[src/rtl/block_dispatcher.sv]
`timescale 1ns/1ps
// block_dispatcher: splits a kernel launch into fixed-size thread blocks and
// hands them to free compute cores, reporting done once every block completes.
module block_dispatcher #(
    parameter int NUM_CORES = 2,
    parameter int THREADS_PER_BLOCK = 4,
    localparam int TCW = $clog2(THREADS_PER_BLOCK) + 1
) (
    input  logic                     clk,
    input  logic                     reset,
    input  logic                     start,
    input  logic [7:0]               thread_count,
    output logic [NUM_CORES-1:0]     core_start,
    output logic [8*NUM_CORES-1:0]   core_block_id,
    output logic [TCW*NUM_CORES-1:0] core_thread_count,
    input  logic [NUM_CORES-1:0]     core_done,
    output logic                     done
);
    localparam int LOG2 = $clog2(THREADS_PER_BLOCK);

    typedef enum logic [1:0] {IDLE, RUN, DONE} state_t;
    typedef enum logic [1:0] {FREE, BUSY, DRAIN} slot_t;

    state_t                   state_q, state_d;
    slot_t                    slot_q [NUM_CORES];
    slot_t                    slot_d [NUM_CORES];
    logic [7:0]               tc_q, tc_d, next_q, next_d, bdone_q, bdone_d;
    logic                     done_q, done_d, found;
    logic [NUM_CORES-1:0]     start_q, start_d;
    logic [8*NUM_CORES-1:0]   bid_q, bid_d;
    logic [TCW*NUM_CORES-1:0] cnt_q, cnt_d;
    logic [8:0]               sum9;
    logic [7:0]               total;
    logic [TCW-1:0]           rem, last_cnt;
    logic                     disp_en;

    assign sum9     = {1'b0, tc_q} + 9'(THREADS_PER_BLOCK - 1);
    assign total    = 8'(sum9 >> LOG2);
    assign rem      = TCW'(tc_q & 8'(THREADS_PER_BLOCK - 1));
    // only the final block of a non-multiple kernel is partial
    assign last_cnt = (next_q == total - 8'd1 && rem != '0) ? rem : TCW'(THREADS_PER_BLOCK);
    assign disp_en  = state_q == RUN && bdone_q != total && next_q < total;

    always_comb begin
        state_d = state_q;
        tc_d    = tc_q;
        next_d  = next_q;
        bdone_d = bdone_q;
        done_d  = done_q;
        start_d = start_q;
        bid_d   = bid_q;
        cnt_d   = cnt_q;
        slot_d  = slot_q;
        found   = 1'b0;
        for (int i = 0; i < NUM_CORES; i++) begin
            if (slot_q[i] == BUSY && core_done[i]) begin
                slot_d[i]  = DRAIN;
                start_d[i] = 1'b0;
                bdone_d    = bdone_d + 8'd1;
            end else if (slot_q[i] == DRAIN) begin
                slot_d[i] = FREE;
            end else if (slot_q[i] == FREE && disp_en && !found) begin
                found                 = 1'b1;
                slot_d[i]             = BUSY;
                start_d[i]            = 1'b1;
                bid_d[i*8 +: 8]       = next_q;
                cnt_d[i*TCW +: TCW]   = last_cnt;
            end
        end
        next_d = next_q + {7'd0, found};
        if (state_q == RUN) begin
            state_d = bdone_q == total ? DONE : RUN;
            done_d  = bdone_q == total;
        end else if (start) begin
            state_d = RUN;
            tc_d    = thread_count;
            next_d  = 8'd0;
            bdone_d = 8'd0;
            done_d  = 1'b0;
        end
    end

    always_ff @(posedge clk or negedge reset) begin
        if (!reset) begin
            state_q <= IDLE;
            tc_q    <= 8'd0;
            next_q  <= 8'd0;
            bdone_q <= 8'd0;
            done_q  <= 1'b0;
            start_q <= '0;
            bid_q   <= '0;
            cnt_q   <= '0;
            for (int i = 0; i < NUM_CORES; i++) slot_q[i] <= FREE;
        end else begin
            state_q <= state_d;
            tc_q    <= tc_d;
            next_q  <= next_d;
            bdone_q <= bdone_d;
            done_q  <= done_d;
            start_q <= start_d;
            bid_q   <= bid_d;
            cnt_q   <= cnt_d;
            slot_q  <= slot_d;
        end
    end

    assign core_start        = start_q;
    assign core_block_id     = bid_q;
    assign core_thread_count = cnt_q;
    assign done              = done_q;
endmodule

[config.mk]
export PLATFORM = sky130hd
export DESIGN_NAME = block_dispatcher
export DESIGN_NICKNAME = d
export VERILOG_FILES = /design/src/rtl/block_dispatcher.sv
export SDC_FILE = /design/constraint.sdc
export NUM_CORES = 1
export LEC_CHECK = 0
export ABC_AREA = 1
export BUFFER_PORTS_ARGS = -buffer_cell sky130_fd_sc_hd__buf_2
export CAP_MARGIN = 20
export CORE_MARGIN = 1.5
export CORE_UTILIZATION = 44
export CTS_BUF_LIST = sky130_fd_sc_hd__clkbuf_8
export CTS_CLUSTER_SIZE = 20
export DETAILED_ROUTE_END_ITERATION = 10
export GPL_TIMING_DRIVEN = 0
export PLACE_DENSITY = 0.72
export SYNTH_ARGS = -nofsm -noshare
export SYNTH_HDL_FRONTEND = slang
export SYNTH_SLANG_ARGS = --single-unit
[constraint.sdc]
create_clock -name clk -period 3.3 [get_ports clk]
set_clock_uncertainty 0.2 [all_clocks]
set_input_delay 0.66 -clock clk [delete_from_list [all_inputs] [get_ports clk]]
set_output_delay 0.66 -clock clk [all_outputs]
set_load 0.02 [all_outputs]
==> summary.txt <==
Drt via density: 4.84
GR Overflow Total: 0
Max Cap Violations: 0
First-pass GRT wire length: 11.9 mm
Routed Antenna Nets: 0
Predominant post-synthesis flop cell: dfrtp_1
Starting density of the core: 0.459
Mapped Area: 3160 µm²
Clock Pin Slew Worst Setup and Hold Paths: 0.10 ns
Logic pwr share: 0.506
Sw frac: 0.451
Initial antenna violation count: 0
Number of synthesized flops with an enable pin: 0
Yosys warnings: 0
Post-Syn Instances: 418
Syn Area/Cell: 7.55 µm²
FP Rows: 30
Number of distinct library cells after synthesis: 31
Nets: 494
Drt total wl: 6.91 mm
Ys async rst share: 1.00
IO Port Bufs: 37
Root Buffer: clkbuf_8
WL/cell: 12.1 µm
Routability Congestion: 0.853
DRT Pass-1 Iters: 5
Area growth, synth to finish: 18.7%
CTS buffer count: 5
Number of global-route vias before repair: 2609
#FFs+latches synth: 54
Largest net degree at the start of global routing: 40
CTS tree: yes
Worst Setup End Kind: flip-flop
Final core utilization: 0.545
Max_slew headroom: 0.646
Leakage: 1.98 nW
Critical path peak fanout: 4
Worst EP required: 3.28 ns
Hold WC Path Type: in -> async
Power per cell area: 725 nW/µm²
Die area: 7690 µm²
Final hold slack: 0.0540 ns
Post-synth net total: 439
Setup violations, final: 0
GRT Overall Usage: 0.196
Die H: 87.7 µm
Iter 0 DRT Violations: 128
CTS HTree Levels: 2
Crit Path Category: reg -> reg
Die X: 87.7 µm
Residual DRC: 0
Placed wire-length estimate: 5.22 mm
# fillers: 677
Int Power: 1.49 mW
Worst r2r src: tc_q[1]
Final period util: 0.938
Core area: 6870 µm²
Final hold violations: 0
Max IR drop VDD: 0.000321 V
Clock sinks: 54
Pre-CTS setup slack: -0.200 ns
Worst EP arrival: 3.07 ns
Share of cells above drive strength 1: 0.251
Seq pwr share: 0.329
Post-CTS Hold Buffers: 0
Tightest Pin Transition: 0.530 ns
Final worst slack: 0.204 ns
Clock share of power: 0.165
Tot Pwr: 2.72 mW
Vias after detailed routing: 2757
Later-pin clock latency in the skew report: 0.31 ns
Seq/Total Area, Yosys: 0.428
Status: complete, no violations
Startpoint types: flip-flop
Fmax: 0.323 GHz
Switching pwr: 1.22 mW
Slew Limit Fails: 0
Number of diodes: 0
RSZ-0062 raised after global routing: yes
Final min period: 3.10 ns
I/O pin count: 38
Clock Path Buffers: 2
CP Launch Point: tc_q[1]
cells in the final DEF (no fill, tap or decap), types with 7 or more instances in the layout:
master and instances:
o21ai_1 7, xor2_1 9, nand3_1 37, inv_2 9, nand2_1 111, a21oi_1 10
buf_4 12, nor2_1 31, nand2_2 11, nor2_2 7, buf_2 37, o21ai_0 17
inv_1 59, o21ai_2 13, dfrtp_1 51
stage by stage:
step | instance area, µm² | setup TNS [ns] | instances
final | 3750 | 0 | 570
after global routing | 3750 | -0.0614 | 570
after CTS | 3630 | 0 | 564
after detailed placement | 3480 | -0.515 | 552
after global placement | 3460 | -0.378 | 551
after floorplan | 3160 | 0 | 418
state kept, by name, indices dropped and copies added (netlist names):
| signal | count |
|---|---|
| bdone_q | 8 |
| core_thread_count | 6 |
| tc_q | 8 |
| state_q | 1 |
| core_block_id | 16 |
| core_start | 2 |
| next_q | 8 |
| done | 1 |
| slot_q | 4 |
cell families (layout without fill, tap and decap cells):
group           Yosys count  after routing  synth area share
compound gates           55             55             0.107
flops                    54             54             0.428
xor+xnor                  9              9            0.0250
fa+ha+maj                 8              8            0.0317
buf+inv                  74            130            0.0964
simple gates            218            218             0.312
layout make-up:
cell class	count	area (µm²)	share of cell area
plain buffers	5	37.5	0.0100
well taps	96	120	0.0321
clock inverters	3	41.3	0.0110
inverters	68	255	0.0681
multi-input cells	290	1580	0.422
repair buffers	49	288	0.0768
flip-flops and latches	54	1360	0.362
clock buffers	5	68.8	0.0184
worst paths after layout:
path | endpoint | slack, ns | cells past startpoint
min in group clk | core_block_id[15] | 0.27 | 2
worst min-delay path | bdone_q[7] | 0.05 | 1
max in group asynchronous | bdone_q[0] | 2.32 | 2
worst min register to register | core_block_id[15] | 0.27 | 2
worst max-delay path | next_q[6] | 0.20 | 24
worst max register to register | next_q[6] | 0.20 | 24
power by group through the flow:
| stage | combinational (mW) | clock (mW) | sequential [mW] |
|---|---|---|---|
| 2_1_floorplan | 0.934 | 0 | 0.874 |
| 3_3_place_gp | 1.14 | 0 | 0.901 |
| 3_5_place_dp | 1.18 | 0 | 0.904 |
| 4_1_cts | 1.25 | 0.459 | 0.886 |
| 5_1_grt | 1.58 | 0.485 | 0.910 |
| 6_report | 1.37 | 0.447 | 0.894 |
synthesized netlist by cell type (9+ instances only):
cell type  instances  share of area
inv_1             59          0.070
o21ai_0           17          0.027
nand2_2           10          0.020
xor2_1             9          0.025
a21oi_1           11          0.017
nor2_1            32          0.038
dfrtp_1           54           0.43
o21ai_2           12          0.033
nand2_1          115           0.14
nand3_1           37          0.059
critical path: stages, from the launching register on:
cell and delay, ns:
dfrtp_2 0.46, nor2_4 0.16, nand2_2 0.06, nand2_2 0.08, inv_2 0.06, ha_1 0.18
or2_2 0.29, nand2_1 0.07, nand2_1 0.06, nand3b_1 0.08, nand2_1 0.06, nand2_1 0.07
nand2_2 0.08, inv_2 0.08, nor2_4 0.04, nand2_4 0.07, nand2_4 0.05, ha_4 0.17
ha_4 0.15, nand2_2 0.06, nor2_1 0.05, inv_1 0.10, nor2_2 0.06, a21oi_1 0.15
nor3_1 0.06
per-layer routing:
metal  share of wire  global-route usage  wire [µm]
met1            0.47               0.259       3280
met2            0.47               0.323       3220
met3           0.040              0.0396        273
met4           0.019              0.0649        133
met5               0                   0          0
timing repair:
action,in CTS,in global routing
setup endpoints to repair,4,3
resized for setup,6,16
buffers inserted,5,6
pin swaps,1,9
(Power assumes the default switching activity.)
